**config.mk**
```make
export PLATFORM = sky130hd
export DESIGN_NAME = lopd_normalizer_flat
export DESIGN_NICKNAME = d
export VERILOG_FILES = /design/src/rtl/lopd_normalizer_if.sv /design/src/rtl/lopd_normalizer.sv /design/src/flat_wrapper.sv
export SDC_FILE = /design/constraint.sdc
export NUM_CORES = 1
export LEC_CHECK = 0
export ABC_AREA = 1
export CAP_MARGIN = 0
export CORE_ASPECT_RATIO = 1.5
export CORE_MARGIN = 4
export CORE_UTILIZATION = 50
export DETAILED_ROUTE_END_ITERATION = 16
export HOLD_SLACK_MARGIN = 0.1
export PLACE_DENSITY = 0.78
export SLEW_MARGIN = 20
export SYNTH_ARGS = -nofsm -noshare
export SYNTH_HDL_FRONTEND = slang
export SYNTH_SLANG_ARGS = --single-unit
```
**constraint.sdc**
```tcl
create_clock -name i_clk -period 2.83 [get_ports i_clk]
set_clock_uncertainty 0.15 [all_clocks]
set_input_delay 0.4245 -clock i_clk [delete_from_list [all_inputs] [get_ports i_clk]]
set_output_delay 0.4245 -clock i_clk [all_outputs]
set_load 0.03 [all_outputs]
```
**src/rtl/lopd_normalizer_if.sv**
```systemverilog
`timescale 1ns/1ps
`default_nettype none
// +----------------------------------------------------------------------------+
// | Module      : lopd_normalizer_if                                           |
// | Description : Valid/ready bus for the LOPD normalizer. The input beat and  |
// |               the result beat share one bundle.                            |
// | Revision    : 1.0 - initial release                                        |
// +----------------------------------------------------------------------------+
interface lopd_normalizer_if #(
  parameter int SIZE_DATA = 24,
  parameter int SIZE_EXP  = 8
);
  logic                 i_valid;
  logic                 o_ready;
  logic [SIZE_DATA-1:0] i_mant;
  logic [SIZE_EXP-1:0]  i_exp;
  logic                 o_valid;
  logic                 i_ready;
  logic [SIZE_DATA-1:0] o_mant;
  logic [SIZE_EXP-1:0]  o_exp;
  logic                 o_zero_flag;
  logic                 o_underflow;

  // The normalizer side: consumes input beats, produces result beats.
  modport slave (
    input  i_valid, i_mant, i_exp, i_ready,
    output o_ready, o_valid, o_mant, o_exp, o_zero_flag, o_underflow
  );

  // The environment side: drives input beats, consumes result beats.
  modport master (
    output i_valid, i_mant, i_exp, i_ready,
    input  o_ready, o_valid, o_mant, o_exp, o_zero_flag, o_underflow
  );
endinterface
`default_nettype wire

```
**src/rtl/lopd_normalizer.sv**
```systemverilog
`timescale 1ns/1ps
`default_nettype none
// +----------------------------------------------------------------------------+
// | Module      : lopd_normalizer                                              |
// | Description : Leading-one detect and left-normalize an FP mantissa, adjust |
// |               the exponent, clamp to denormal on exponent underflow.       |
// |               Define LOPD_NORM_ONE_STAGE_EN for a single-register variant. |
// | Revision    : 1.0 - initial release                                        |
// +----------------------------------------------------------------------------+
module lopd_normalizer #(
  parameter int SIZE_DATA = 24,
  parameter int SIZE_EXP  = 8,
  parameter int SIZE_POS  = 5
) (
  input wire i_clk,
  input wire i_rst_n,
  lopd_normalizer_if.slave bus
);

  localparam int CMP_W = ((SIZE_EXP > SIZE_POS) ? SIZE_EXP : SIZE_POS) + 1;

  // Leading-one detector on the raw input
  logic [SIZE_POS-1:0] w_lopd_pos;
  logic                w_lopd_zero;

  always_comb begin
    w_lopd_pos = '0;
    for (int i = 0; i < SIZE_DATA; i++) begin
      if (bus.i_mant[i]) begin
        w_lopd_pos = SIZE_POS'(SIZE_DATA - 1 - i);
      end
    end
  end

  assign w_lopd_zero = (bus.i_mant == '0);

  // Shifter source: either the S1 register or the LOPD directly
  logic                 w_src_valid;
  logic [SIZE_DATA-1:0] w_sh_mant;
  logic [SIZE_EXP-1:0]  w_sh_exp;
  logic [SIZE_POS-1:0]  w_sh_pos;
  logic                 w_sh_zero;
  logic                 w_in_ready;

  // Output register handshake
  logic                 out_valid_q;
  logic                 w_out_room;
  logic                 w_out_take;

  assign w_out_room = !out_valid_q || bus.i_ready;
  assign w_out_take = w_src_valid && w_out_room;

`ifdef LOPD_NORM_ONE_STAGE_EN

  assign w_src_valid = bus.i_valid;
  assign w_sh_mant   = bus.i_mant;
  assign w_sh_exp    = bus.i_exp;
  assign w_sh_pos    = w_lopd_pos;
  assign w_sh_zero   = w_lopd_zero;
  assign w_in_ready  = w_out_room;

`else

  logic                 s1_valid_q, s1_valid_d;
  logic [SIZE_DATA-1:0] s1_mant_q,  s1_mant_d;
  logic [SIZE_EXP-1:0]  s1_exp_q,   s1_exp_d;
  logic [SIZE_POS-1:0]  s1_pos_q,   s1_pos_d;
  logic                 s1_zero_q,  s1_zero_d;
  logic                 w_s1_accept;

  // S1 frees up in the same cycle S2 takes its beat, so a full pipe still streams.
  assign w_in_ready  = !s1_valid_q || w_out_take;
  assign w_s1_accept = bus.i_valid && w_in_ready;

  always_comb begin
    s1_valid_d = s1_valid_q;
    s1_mant_d  = s1_mant_q;
    s1_exp_d   = s1_exp_q;
    s1_pos_d   = s1_pos_q;
    s1_zero_d  = s1_zero_q;
    if (w_s1_accept) begin
      s1_valid_d = 1'b1;
      s1_mant_d  = bus.i_mant;
      s1_exp_d   = bus.i_exp;
      s1_pos_d   = w_lopd_pos;
      s1_zero_d  = w_lopd_zero;
    end else if (w_out_take) begin
      s1_valid_d = 1'b0;
    end
  end

  always_ff @(posedge i_clk or negedge i_rst_n) begin
    if (!i_rst_n) begin
      s1_valid_q <= 1'b0;
      s1_mant_q  <= '0;
      s1_exp_q   <= '0;
      s1_pos_q   <= '0;
      s1_zero_q  <= 1'b0;
    end else begin
      s1_valid_q <= s1_valid_d;
      s1_mant_q  <= s1_mant_d;
      s1_exp_q   <= s1_exp_d;
      s1_pos_q   <= s1_pos_d;
      s1_zero_q  <= s1_zero_d;
    end
  end

  assign w_src_valid = s1_valid_q;
  assign w_sh_mant   = s1_mant_q;
  assign w_sh_exp    = s1_exp_q;
  assign w_sh_pos    = s1_pos_q;
  assign w_sh_zero   = s1_zero_q;

`endif

  // Exponent adjust and shift amount; compares run one bit wider than either operand.
  logic [CMP_W-1:0]     w_e_ext;
  logic [CMP_W-1:0]     w_p_ext;
  logic [CMP_W-1:0]     w_shift;
  logic [SIZE_EXP-1:0]  w_res_exp;
  logic                 w_res_zero;
  logic                 w_res_uf;
  logic [SIZE_DATA-1:0] w_res_mant;

  assign w_e_ext = CMP_W'(w_sh_exp);
  assign w_p_ext = CMP_W'(w_sh_pos);

  always_comb begin
    w_shift    = '0;
    w_res_exp  = '0;
    w_res_zero = 1'b0;
    w_res_uf   = 1'b0;
    if (w_sh_zero) begin
      w_res_zero = 1'b1;
    end else if (w_e_ext > w_p_ext) begin
      w_shift   = w_p_ext;
      w_res_exp = SIZE_EXP'(w_e_ext - w_p_ext);
    end else if (w_e_ext != '0) begin
      w_shift  = w_e_ext - CMP_W'(1);
      w_res_uf = 1'b1;
    end else begin
      w_res_uf = 1'b1;
    end
  end

  assign w_res_mant = w_sh_mant << w_shift;

  // Output register (S2)
  logic                 out_valid_d;
  logic [SIZE_DATA-1:0] out_mant_q, out_mant_d;
  logic [SIZE_EXP-1:0]  out_exp_q,  out_exp_d;
  logic                 out_zero_q, out_zero_d;
  logic                 out_uf_q,   out_uf_d;

  always_comb begin
    out_valid_d = w_out_room ? w_src_valid : out_valid_q;
    out_mant_d  = out_mant_q;
    out_exp_d   = out_exp_q;
    out_zero_d  = out_zero_q;
    out_uf_d    = out_uf_q;
    if (w_out_take) begin
      out_mant_d = w_res_mant;
      out_exp_d  = w_res_exp;
      out_zero_d = w_res_zero;
      out_uf_d   = w_res_uf;
    end
  end

  always_ff @(posedge i_clk or negedge i_rst_n) begin
    if (!i_rst_n) begin
      out_valid_q <= 1'b0;
      out_mant_q  <= '0;
      out_exp_q   <= '0;
      out_zero_q  <= 1'b0;
      out_uf_q    <= 1'b0;
    end else begin
      out_valid_q <= out_valid_d;
      out_mant_q  <= out_mant_d;
      out_exp_q   <= out_exp_d;
      out_zero_q  <= out_zero_d;
      out_uf_q    <= out_uf_d;
    end
  end

  assign bus.o_ready     = w_in_ready;
  assign bus.o_valid     = out_valid_q;
  assign bus.o_mant      = out_mant_q;
  assign bus.o_exp       = out_exp_q;
  assign bus.o_zero_flag = out_zero_q;
  assign bus.o_underflow = out_uf_q;

endmodule
`default_nettype wire
```
**src/flat_wrapper.sv**
```systemverilog
// flat-port wrapper written by rule: the top's interface ports become plain ports
module lopd_normalizer_flat 
#(
  parameter int SIZE_DATA = 24,
  parameter int SIZE_EXP  = 8,
  parameter int SIZE_POS  = 5
)
  (i_clk, i_rst_n, bus_i_valid, bus_i_mant, bus_i_exp, bus_i_ready, bus_o_ready, bus_o_valid, bus_o_mant, bus_o_exp, bus_o_zero_flag, bus_o_underflow);
  lopd_normalizer_if #(.SIZE_DATA(SIZE_DATA), .SIZE_EXP(SIZE_EXP)) bus_i ();
  input wire i_clk;
  input wire i_rst_n;
  input wire logic [$bits(bus_i.i_valid)-1:0] bus_i_valid;
  input wire logic [$bits(bus_i.i_mant)-1:0] bus_i_mant;
  input wire logic [$bits(bus_i.i_exp)-1:0] bus_i_exp;
  input wire logic [$bits(bus_i.i_ready)-1:0] bus_i_ready;
  output wire logic [$bits(bus_i.o_ready)-1:0] bus_o_ready;
  output wire logic [$bits(bus_i.o_valid)-1:0] bus_o_valid;
  output wire logic [$bits(bus_i.o_mant)-1:0] bus_o_mant;
  output wire logic [$bits(bus_i.o_exp)-1:0] bus_o_exp;
  output wire logic [$bits(bus_i.o_zero_flag)-1:0] bus_o_zero_flag;
  output wire logic [$bits(bus_i.o_underflow)-1:0] bus_o_underflow;
  assign bus_i.i_valid = bus_i_valid;
  assign bus_i.i_mant = bus_i_mant;
  assign bus_i.i_exp = bus_i_exp;
  assign bus_i.i_ready = bus_i_ready;
  assign bus_o_ready = bus_i.o_ready;
  assign bus_o_valid = bus_i.o_valid;
  assign bus_o_mant = bus_i.o_mant;
  assign bus_o_exp = bus_i.o_exp;
  assign bus_o_zero_flag = bus_i.o_zero_flag;
  assign bus_o_underflow = bus_i.o_underflow;
  lopd_normalizer #(.SIZE_DATA(SIZE_DATA), .SIZE_EXP(SIZE_EXP), .SIZE_POS(SIZE_POS)) u_core (.i_clk(i_clk), .i_rst_n(i_rst_n), .bus(bus_i));
endmodule
```
After elaboration in Yosys (flattened, before gate mapping)
Cells that the tools add are included.
- input port bits: 36
- flip-flop bits (word level): 74
- logic and storage cells: 57
- magnitude comparators: 1
- add/subtract/negate cells: 2
- shift operators: 1
- reductions and logical operators: 9
- mux-type cells: 34
- operators by type and width (cell ; number):
    5-bit two-way mux ; 24
    9-bit two-way mux ; 3
    24-bit zero test ; 1
    24-bit by 9-bit left shift with 24-bit output ; 1
    8-bit two-way mux ; 2
    9-bit nonzero test ; 1
    8-bit by 1-bit subtractor with 9-bit output (second input constant) ; 1
    8-bit by 5-bit > comparator with 1-bit output ; 1
    8-bit by 5-bit subtractor with 8-bit output ; 1
    1-bit two-way mux ; 5
    1-bit logical AND ; 2
    1-bit zero test ; 2
    1-bit logical OR ; 2
    2-bit nonzero test ; 1

Depth between registers and ports, before layout
Gate-level depths: netlist of run 1.
- word-level depth: 24
- depth in mapped cells: 25
- gate-level depth less buffers: 25

Least setup slack after synthesis of run 1
OpenSTA, ideal clock, no wires.
- kind: register to register
- start point: register u_core.s1_exp_q[0]
- end point: register u_core.out_mant_q[9] (netlist: u_core.bus.o_mant[9])
- path slack: 0.008 ns
- stages on the path, launching flop included: 23
- arrival: 2.551 ns
- setup time: 0.121 ns
- path through: dfrtp_1 inv_1 ha_1 inv_1 fa_1 nand2_1 nand2_1 nand2_1 nand3_2 nand2_4 inv_6 nor2_8 nand3_2 nand2_4 inv_4 buf_6 nand2_1 nand2_1 nand2_1 nand2_1 nand2_1 nand3_1 a22o_1
- word-level cells in the longest chain between the ends: 5
- RTL lines (element ; line ; RTL):
    start: declaration ; lopd_normalizer.sv:66 ; logic [SIZE_EXP-1:0] s1_exp_q, s1_exp_d;
    start signal: assignment ; lopd_normalizer.sv:102 ; s1_exp_q <= s1_exp_d;
    8-bit by 1-bit subtractor with 9-bit output or 9-bit nonzero test (tied branches) ; lopd_normalizer.sv:139, lopd_normalizer.sv:138 ;
    9-bit two-way mux ; lopd_normalizer.sv:138 ; end else if (w_e_ext != '0) begin
    9-bit two-way mux * ; lopd_normalizer.sv:135 ; end else if (w_e_ext > w_p_ext) begin
    9-bit two-way mux * ; lopd_normalizer.sv:133 ; if (w_sh_zero) begin
    24-bit by 9-bit left shift with 24-bit output * ; lopd_normalizer.sv:146 ; assign w_res_mant = w_sh_mant << w_shift;
    end signal: assignment ; lopd_normalizer.sv:178 ; out_mant_q <= out_mant_d;
    end: declaration ; lopd_normalizer.sv:150 ; logic [SIZE_DATA-1:0] out_mant_q, out_mant_d;
Mark *: on every way between the ends. The rest lies on a longest branch, timed or not.
A chain may end at the register's enable or synchronous reset.

Final worst setup path of run 1
- start point: register u_core.s1_exp_q[0]
- end point: register u_core.out_mant_q[21] (netlist: u_core.bus.o_mant[21])
Same word-level chain as after synthesis.

==> flow_metrics.py, run 1 <==
metrics = {
    "power_and_ir_drop": {
        "p_seq_share_pct": 26.2,
        "leakagePower_nw": 3.24,
        "power_w": 0.00590,
        "p_comb_share_pct": 53.3,
        "max-vdd-ir-drop_mv": 0.677,
        "p_int_w": 0.00333,
        "swShare_pct": 43.5,
        "clockPowerShare_pct": 20.4,
        "switching_power_w": 0.00256,
        "p_per_area_nw_per_um2": 882,
    },
    "cells_and_area": {
        "area_growth_pct": 39.8,
        "antenna_cells": 0,
        "drive_gt1_share_pct": 24.0,
        "nets": 834,
        "multi_input_area_um2": 2910,
        "fill_cells": 761,
        "seq_area_um2": 1850,
        "fin_cells": 907,
    },
    "clock_tree": {
        "numCtsBuffers": 9,
        "cts.sinks": 74,
        "h-tree-depth": 3,
        "clk_path_buf_depth": 2,
        "clk_pin_slew_worst_paths_ns": 0.06,
        "cts-root-buf": "clkbuf_16",
        "cts_tree": "built",
        "worstSkewPairLatency_ns": 0.35,
    },
    "placed_design": {
        "place.gp.congestion": 0.973,
        "hpwl_um": 10300,
        "io_buffers": 71,
        "placed_cells": 875,
    },
    "sta": {
        "fin_crit_sh_pct": 102,
        "holdWs_ns": 0.323,
        "layout_min_cycle_time_ns": 2.89,
        "fmaxAchievable_mhz": 346,
        "hold_violations": 0,
        "layout_setup_ws_ns": -0.0601,
        "finalMaxSlewViolations": 0,
        "worst_slew_pin_slew_ns": 0.579,
        "relSlewSlack_pct": 61.4,
        "setup_viol": 7,
        "rsz0062_at_grt": "true",
    },
    "die": {
        "num_rows": 43,
        "start_util_pct": 51.4,
        "die_area_um2": 11200,
        "die_h_um": 128,
        "coreArea_um2": 9310,
        "io_pins": 72,
        "dieWidth_um": 87.9,
    },
    "global_route": {
        "grt_max_degree": 75,
        "grt_overflow": 0,
        "antenna_found_initial": 0,
        "grt_pass1_vias": 4675,
        "grt_pass1_wl_um": 22400,
        "grt_usage_pct": 25.4,
    },
    "setup_path": {
        "critPathLaunchType": "register",
        "worstPathMaxFanout": 6,
        "crit_path_end_kind": "register",
        "arrival_ns": 2.98,
        "critPathRequiredTime_ns": 2.92,
        "path_class": "reg -> reg",
    },
    "drt": {
        "vias": 5054,
        "wl_um": 14600,
        "drc": 0,
        "wl_per_cell_um": 16.1,
        "antenna_left": 0,
        "via_per_inst": 5.57,
        "drt_iter0_drc": 361,
        "firstDrtPassIters": 6,
    },
    "yosys": {
        "synth.distinct_cells": 45,
        "yosysWarnings": 0,
        "async_flop_share_pct": 100,
        "ys_ff_latch": 74,
        "synth_ff_type": "dfrtp_1",
        "synth_top_area_share_pct": 38.7,
        "synth_area_leaders": "dfrtp_1 (39%), nand2_1 (19%), nand3_1 (11%), o21ai_0 (4.9%), inv_1 (4.6%)",
        "syn_nets": 735,
        "synth_area_um2": 4780,
        "yosysTopAreaCell": "dfrtp_1",
        "syn_inst": 691,
        "synth_edf_count": 0,
        "yosysSeqAreaShare_pct": 38.7,
        "synth_area_per_cell_um2": 6.92,
    },
    "worst_hold_path": {
        "hp-class": "reg -> reg",
    },
    "outcome": {
        "violations": "setup timing",
        "status": "finished with violations",
    },
    "flow_run": {
        "maxCapViolCount": 0,
    },
}
cells by family after synthesis:
group	synth area share, %
xor+xnor	1.10
flops	38.7
simple gates	37.5
fa+ha+maj	2.25
compound gates	11.4
buf+inv	9.03
worst max-delay path, cell delays in order, from the launching register on:
cell     delay (ns)
dfrtp_1        0.37
inv_2          0.07
ha_4           0.12
inv_2          0.04
fa_2           0.34
nand2_2        0.09
nand2_2        0.06
nand2_2        0.07
nand3_2        0.07
nand2_4        0.11
inv_6          0.05
nor2_8         0.13
nand2_4        0.08
nand2_4        0.12
buf_6          0.16
nor2_2         0.05
nand2_2        0.09
nand2_1        0.05
nand2_1        0.09
nand2_2        0.08
nand2_2        0.06
nand2_2        0.07
nand3_1        0.08
nand2_1        0.06
nand2_1        0.07
nand2_1        0.04
final cells by class:
| type | instances | area share (%) |
|---|---|---|
| Sequential cell | 74 | 27.7 |
| Inverter | 69 | 4.27 |
| Tap cell | 112 | 2.10 |
| Timing Repair inverter | 1 | 0.0748 |
| Clock buffer | 11 | 3.78 |
| Clock inverter | 5 | 0.917 |
| Timing Repair Buffer | 116 | 17.7 |
| Multi-Input combinational cell | 519 | 43.4 |
path summary, 6_finish.rpt:
kind                                  startpoint                     to  slack [ns]  depth (start not counted)
setup / recovery              u_core.s1_exp_q[0]  u_core.bus.o_mant[21]       -0.06                         25
hold / removal             u_core.bus.o_mant[10]  u_core.bus.o_mant[10]        0.32                          2
setup reg to reg              u_core.s1_exp_q[0]  u_core.bus.o_mant[21]       -0.06                         25
hold reg to reg            u_core.bus.o_mant[10]  u_core.bus.o_mant[10]        0.32                          2
max in group asynchronous                i_rst_n   u_core.s1_mant_q[18]        1.73                          3
min in group asynchronous                i_rst_n  u_core.bus.o_mant[23]        0.50                          3
cells in the final DEF (no fill, tap or decap), types with 10 or more instances in the layout:
| cell | Yosys | final |
|---|---|---|
| nand3_2 | 2 | 34 |
| nand2_1 | 247 | 206 |
| clkdlybuf4s50_1 | 0 | 70 |
| o21ai_0 | 47 | 45 |
| buf_4 | 4 | 28 |
| clkbuf_16 | 0 | 11 |
| dfrtp_1 | 74 | 74 |
| o21ai_1 | 15 | 10 |
| nand2_2 | 4 | 40 |
| nand3_1 | 102 | 68 |
| a21oi_1 | 13 | 11 |
| nor2_1 | 34 | 28 |
| inv_1 | 59 | 54 |
registers in the layout, indices dropped and copies added, names as in the netlist:
register	flops
u_core.bus.o_exp	8
u_core.bus.o_zero_flag	1
u_core.bus.o_underflow	1
u_core.bus.o_mant	24
u_core.bus.o_valid	1
u_core.s1_exp_q	8
u_core.s1_valid_q	1
u_core.s1_pos_q	5
u_core.s1_mant_q	24
u_core.s1_zero_q	1
stage by stage:
| step | setup slack (ns) | utilization (%) | instance area [um^2] | TNS, ns |
|---|---|---|---|---|
| detailed placement | -0.111 | 61.7 | 5740 | -1.09 |
| global placement | -0.0447 | 61.7 | 5740 | -0.190 |
| global route | -0.201 | 71.9 | 6690 | -2.87 |
| floorplan | 0.00792 | - | 4780 | 0 |
| CTS | 0.0194 | 66.3 | 6170 | 0 |
| finish | -0.0601 | 71.9 | 6690 | -0.162 |
cell usage after synthesis (2+ instances only):
cell and n:
nand2_1 247, nand3_2 2, nand3_1 102, clkbuf_1 13
inv_2 5, nor2_2 2, clkinv_1 2, dfrtp_1 74
o22ai_1 4, and2_1 2, nor2_1 34, buf_4 4
nand2_4 4, o21ai_0 47, nor4_1 3, xnor2_1 2
buf_6 4, ha_1 7, a22o_1 4, o31ai_1 3
buf_2 8, nor3_1 2, o21ai_1 15, nand4_1 4
xor2_1 4, nand2_2 4, a21oi_1 13, inv_1 59
power groups by stage:
stage                     Combinational [W]  Clock, W  Sequential, W
after CTS                           0.00275   0.00122        0.00154
after global placement              0.00264         0        0.00155
after floorplan                     0.00127         0        0.00197
after global routing                0.00340   0.00126        0.00157
final                               0.00314   0.00120        0.00155
after detailed placement            0.00266         0        0.00156
metal layers:
metal / vias up / track usage (%) / part of all wire, %
met5: - / 0 / 0
met3: 47 / 3.92 / 4.2
li1: 2448 / - / -
met4: 0 / 10.3 / 3.9
met1: 2371 / 29.9 / 39
met2: 188 / 45.0 / 53
what timing repair did:
item                                    4_1_cts  5_1_grt
hold endpoints to repair                     74        0
hold buffers                                  1        0
buffers inserted                              3        7
pin swaps                                     5       36
gates cloned                                  0        5
endpoints found under the setup margin       18       24
gates resized for setup                      26      107
Note: power is estimated with default switching activity, not from simulation.
==> inputs of run 2 (changes only) <==
- CORE_MARGIN: 4 -> unset
- CTS_CLUSTER_DIAMETER: unset -> 30
- REMOVE_ABC_BUFFERS: unset -> 1
==> run 2 against run 1 <==
  * The run still ends with setup timing left
  * Largest power group unchanged
  * Register-to-register slack worse by 0.04 ns
  * Global-route usage is 3.3 points higher
  * Clock power is 4% higher
  * Power is 0.65% lower
  * Design area stayed put
  * Final cell count is 0.11% higher
  * Critical path type unchanged
  * Flip-flop and latch count stayed put
  * Non-clock buffer count stayed put
  * Die area is 11% lower
==> flow_metrics.py, run 2 (same netlist as run 1, synthesis figures left out) <==
metrics = {
    "drt": {
        "via_per_inst": 5.36,
        "antenna_left": 0,
        "vias": 4869,
        "wl_um": 13400,
        "drc": 0,
        "wl_per_cell_um": 14.7,
        "drt_iter0_drc": 280,
        "firstDrtPassIters": 5,
    },
    "clock_tree": {
        "h-tree-depth": 3,
        "worstSkewPairLatency_ns": 0.34,
        "clk_pin_slew_worst_paths_ns": 0.06,
        "numCtsBuffers": 9,
        "cts-root-buf": "clkbuf_16",
        "cts_tree": "built",
        "clk_path_buf_depth": 2,
        "cts.sinks": 74,
    },
    "sta": {
        "finalMaxSlewViolations": 0,
        "layout_min_cycle_time_ns": 2.93,
        "fin_crit_sh_pct": 103,
        "relSlewSlack_pct": 41.6,
        "layout_setup_ws_ns": -0.0979,
        "fmaxAchievable_mhz": 342,
        "rsz0062_at_grt": "true",
        "hold_violations": 0,
        "setup_viol": 15,
        "worst_slew_pin_slew_ns": 0.876,
    },
    "global_route": {
        "grt_overflow": 0,
        "grt_usage_pct": 28.7,
        "grt_max_degree": 41,
        "antenna_found_initial": 0,
        "grt_pass1_vias": 4676,
        "grt_pass1_wl_um": 22000,
    },
    "cells_and_area": {
        "area_growth_pct": 39.8,
        "nets": 835,
        "final_common_cell": "nand2_1",
        "drive_gt1_share_pct": 22.7,
        "seq_area_um2": 1850,
        "antenna_cells": 0,
        "multi_input_area_um2": 2910,
        "fill_cells": 758,
        "final_cell_mix": "nand2_1 (208), nand3_1 (75), dfrtp_1 (74)",
    },
    "die": {
        "die_h_um": 122,
        "die_area_um2": 9970,
        "io_pins": 72,
        "start_util_pct": 51.7,
        "num_rows": 43,
        "coreArea_um2": 9250,
        "dieWidth_um": 81.9,
    },
    "placed_design": {
        "io_buffers": 71,
        "pre_cts_ws_ns": -0.140,
        "place.gp.congestion": 0.918,
        "hpwl_um": 9710,
    },
    "outcome": {
        "violations": "setup timing",
        "status": "finished with violations",
    },
    "power_and_ir_drop": {
        "power_w": 0.00586,
        "leakagePower_nw": 3.21,
        "p_per_area_nw_per_um2": 876,
        "max-vdd-ir-drop_mv": 0.700,
    },
    "flow_run": {
        "maxCapViolCount": 0,
    },
    "setup_path": {
        "critPathRequiredTime_ns": 2.90,
        "arrival_ns": 3.00,
        "crit_path_end_kind": "register",
        "worstPathMaxFanout": 6,
        "path_class": "reg -> reg",
        "critPathLaunchType": "register",
    },
    "worst_hold_path": {
        "hp-class": "reg -> reg",
    },
}
run 2: changes by cell type in the layout (fill, tap and decap cells not counted), moves of 3 or more:
cell,previous run,this run
inv_2,8,5
nand3_2,34,28
nand2_4,8,4
nand2_8,1,4
inv_6,5,1
nand3_1,68,75
run 2: cell type report:
cell class,instances,share of cell area (%)
Clock buffer,12,3.84
Clock inverter,4,1.10
Inverter,69,4.40
Multi-Input combinational cell,520,43.4
Sequential cell,74,27.7
Tap cell,112,2.10
Timing Repair Buffer,116,17.3
Timing Repair inverter,1,0.0935
run 2: stage by stage:
step / setup TNS, ns / instance area, um^2 / util (%) / instances / hold slack (ns)
floorplan: -7.65 / 4620 / - / 662 / -0.0211
global placement: -0.119 / 5790 / 62.6 / 880 / 0.313
detailed placement: -2.05 / 5790 / 62.6 / 880 / 0.316
CTS: -0.493 / 6490 / 70.1 / 907 / 0.329
global route: -3.04 / 6690 / 72.3 / 908 / 0.347
finish: -0.629 / 6690 / 72.3 / 908 / 0.325
run 2: layer usage:
layer	up-vias	share of wire [%]	global-route usage, %
li1	2441	-	-
met2	132	50	46.3
met5	-	0	0
met4	0	2.9	12.2
met3	27	3.4	3.90
met1	2269	43	38.0
run 2: path summary, 6_finish.rpt:
kind                                 startpoint  slack (ns)                     to  cells past startpoint
setup / recovery             u_core.s1_exp_q[0]        -0.1  u_core.bus.o_mant[18]                     21
hold / removal             u_core.bus.o_mant[7]        0.33   u_core.bus.o_mant[7]                      2
setup reg to reg             u_core.s1_exp_q[0]        -0.1  u_core.bus.o_mant[18]                     21
hold reg to reg            u_core.bus.o_mant[7]        0.33   u_core.bus.o_mant[7]                      2
max in group asynchronous               i_rst_n        1.25     u_core.s1_pos_q[2]                      3
min in group asynchronous               i_rst_n        0.60     u_core.bus.o_valid                      2
run 2: power by group:
part | internal [W] | switching (W)
logic | 0.00122 | 0.00184
clock network | 0.000820 | 0.000430
registers | 0.00136 | 0.000187
total | 0.00340 | 0.00246
run 2: timing repair:
| item | CTS | global route |
|---|---|---|
| pin swaps | 29 | 28 |
| endpoints found under the hold margin | 12 | 0 |
| hold buffers | 1 | 0 |
| setup endpoints to repair | 23 | 24 |
| buffers inserted | 8 | 1 |
| cloned | 2 | 1 |
| resized for setup | 74 | 50 |
run 2: worst max-delay path: stages, from the launching register on:
cell and delay, ns:
dfrtp_1 0.37, inv_2 0.09, ha_4 0.14, inv_4 0.03, fa_2 0.35, nand2_2 0.10
nand2_2 0.06, nand2_2 0.07, nand3_2 0.08, nand2_4 0.10, inv_6 0.05, nor2_8 0.17
nand3_4 0.12, nand2_8 0.13, clkbuf_16 0.17, nand2_1 0.06, nand3_1 0.14, nand3_1 0.12
o21ai_2 0.09, nand2_1 0.08, nand3_1 0.07, nand3_1 0.07
==> inputs of run 3 (changes only) <==
- CELL_PAD_IN_SITES_DETAIL_PLACEMENT: unset -> 0
- CELL_PAD_IN_SITES_GLOBAL_PLACEMENT: unset -> 1
- CORE_UTILIZATION: 50 -> 35
- PLACE_DENSITY: 0.78 -> unset
- PLACE_DENSITY_LB_ADDON: unset -> 0.1
- SETUP_SLACK_MARGIN: unset -> 0.02
- SLEW_MARGIN: 20 -> unset
==> run 3 against run 2 <==
  * The run still ends with setup timing left
  * Die area is 42% higher
  * Global-route usage down 6.5 points
  * Clock power down 6%
  * Worst setup slack improved by 0.012 ns
  * Highest routed layer unchanged
==> flow_metrics.py, run 3 (same netlist as run 1, synthesis figures left out) <==
metrics = {
    "outcome": {
        "status": "finished with violations",
        "violations": "setup timing",
    },
    "setup_path": {
        "rr_endpoint": "u_core.bus.o_mant[5]",
        "r2r_cells": 22,
        "cp_num_buf_inv": 4,
        "cp_top_family": "simple AND/OR/NAND/NOR gates",
        "critPathLaunchType": "register",
        "crit_path_end_kind": "register",
        "rr_startpoint": "u_core.s1_exp_q[0]",
        "cpPeakStageDelay_ns": 0.39,
        "path_class": "reg -> reg",
        "slowest_stage": "fa_2",
        "crit_path_frequent_cell": "nand2_2",
        "path_cells": "inv_2, ha_4, inv_4, fa_2, nand2_2, nand2_2, nand2_2, nand3_2, nand2_4, nand4_1, nand2_8, buf_12, nor2_4, nand2_2, nand2_1, nand2_1, nand2_2, nand2_2, nand2_4, buf_6, nand3_1, nand2_1",
        "rrSetupSlack_ns": -0.09,
        "worstPathMaxFanout": 5,
        "arrival_ns": 3.00,
        "critPathRequiredTime_ns": 2.91,
    },
    "clock_tree": {
        "cts-root-buf": "clkbuf_16",
        "clk_path_buf_depth": 2,
        "numCtsBuffers": 9,
        "h-tree-depth": 3,
        "cts_tree": "built",
        "worstSkewPairLatency_ns": 0.34,
        "clk_pin_slew_worst_paths_ns": 0.06,
        "cts.sinks": 74,
    },
    "sta": {
        "worst_slew_pin_slew_ns": 0.750,
        "fin_crit_sh_pct": 103,
        "setup_viol": 18,
        "relSlewSlack_pct": 49.5,
        "hold_violations": 0,
        "fmaxAchievable_mhz": 343,
        "layout_setup_ws_ns": -0.0863,
        "layout_min_cycle_time_ns": 2.92,
        "finalMaxSlewViolations": 0,
        "rsz0062_at_grt": "true",
    },
    "global_route": {
        "grt_usage_pct": 22.2,
        "antenna_found_initial": 0,
        "grt_max_degree": 38,
        "grt_pass1_wl_um": 24600,
        "grt_pass1_vias": 4959,
        "grt_overflow": 0,
    },
    "die": {
        "dieWidth_um": 97.4,
        "coreArea_um2": 13400,
        "die_area_um2": 14100,
        "die_h_um": 145,
        "io_pins": 72,
        "num_rows": 52,
        "start_util_pct": 35.7,
    },
    "drt": {
        "antenna_left": 0,
        "via_per_inst": 5.06,
        "drc": 0,
        "wl_per_cell_um": 15.7,
        "wl_um": 15300,
        "drt_iter0_drc": 215,
        "firstDrtPassIters": 4,
        "vias": 4911,
    },
    "cells_and_area": {
        "design_area_um2": 6750,
        "antenna_cells": 0,
        "final_common_cell": "nand2_1",
        "drive_gt1_share_pct": 21.8,
        "nets": 847,
        "seq_area_um2": 1850,
        "multi_input_area_um2": 2820,
        "fin_cells": 970,
        "final_cell_mix": "nand2_1 (212), nand3_1 (84), dfrtp_1 (74)",
        "fill_cells": 1389,
        "area_growth_pct": 41.1,
    },
    "power_and_ir_drop": {
        "leakagePower_nw": 3.25,
        "p_per_area_nw_per_um2": 864,
        "max-vdd-ir-drop_mv": 0.292,
    },
    "worst_hold_path": {
        "hp-class": "reg -> reg",
        "hold_start": "u_core.bus.o_mant[5]",
        "hold_end": "u_core.bus.o_mant[5]",
        "min_path_cells": 2,
    },
    "placed_design": {
        "hpwl_um": 11700,
        "placed_cells": 943,
        "io_buffers": 71,
        "dpl_cell_area_um2": 5960,
        "place.gp.congestion": 0.877,
    },
    "flow_run": {
        "maxCapViolCount": 0,
    },
}
run 3: per-layer routing:
metal | vias up | share of wire, % | routed length [um] | global-route usage (%)
li1 | 2466 | - | - | -
met1 | 2284 | 39 | 5940 | 24.2
met2 | 124 | 54 | 8220 | 41.0
met3 | 37 | 3.1 | 467 | 2.84
met4 | 0 | 4.2 | 634 | 11.5
met5 | - | 0 | 0 | 0
run 3: tightest hold or removal path, stage by stage (launching register included):
cell and delay [ns]:
dfrtp_1 0.34, nand2_1 0.05, nand2_1 0.05
run 3: power breakdown:
part	leakage (nW)	switching (W)	internal, W
clock network	0.151	0.000455	0.000726
logic	2.17	0.00186	0.00125
registers	0.926	0.000184	0.00136
run 3: metrics by stage:
stage                     hold slack [ns]  setup WS (ns)  total power (W)  util, %  setup TNS [ns]
after floorplan                   -0.0211         -0.399          0.00316        -           -7.65
after CTS                           0.332        -0.0162          0.00563     47.8         -0.0678
after global placement              0.314         -0.126          0.00433     44.5           -1.02
after detailed placement            0.315         -0.153          0.00434     44.5           -1.71
after global routing                0.342         -0.242          0.00620     50.4           -4.34
final                               0.323        -0.0863          0.00583     50.4          -0.923
run 3: how the worst max path moves through the flow:
stage / startpoint / endpoint / slack [ns] / depth (start not counted)
after global routing: u_core.s1_exp_q[0] / u_core.bus.o_mant[21] / -0.24 / 23
after CTS: u_core.s1_exp_q[0] / u_core.bus.o_mant[21] / -0.02 / 24
after detailed placement: u_core.s1_exp_q[0] / u_core.bus.o_mant[20] / -0.15 / 24
after global placement: u_core.s1_exp_q[0] / u_core.bus.o_mant[20] / -0.13 / 24
final: u_core.s1_exp_q[0] / u_core.bus.o_mant[5] / -0.09 / 22
after floorplan: u_core.s1_exp_q[0] / u_core.bus.o_mant[22] / -0.40 / 19
run 3: cell type report:
class,count,area share (%)
Multi-Input combinational cell,519,41.8
Clock inverter,5,0.779
Sequential cell,74,27.4
Inverter,69,4.26
Tap cell,162,3.00
Timing Repair Buffer,130,18.9
Clock buffer,11,3.74
run 3: timing repair:
item                                   4_1_cts  5_1_grt
pin swaps                                    4       36
endpoints found under the hold margin       24        0
buffers inserted                             4        5
setup endpoints to repair                   23       24
gates resized for setup                     27       76
cloned                                       0        1
hold buffers                                 1        0
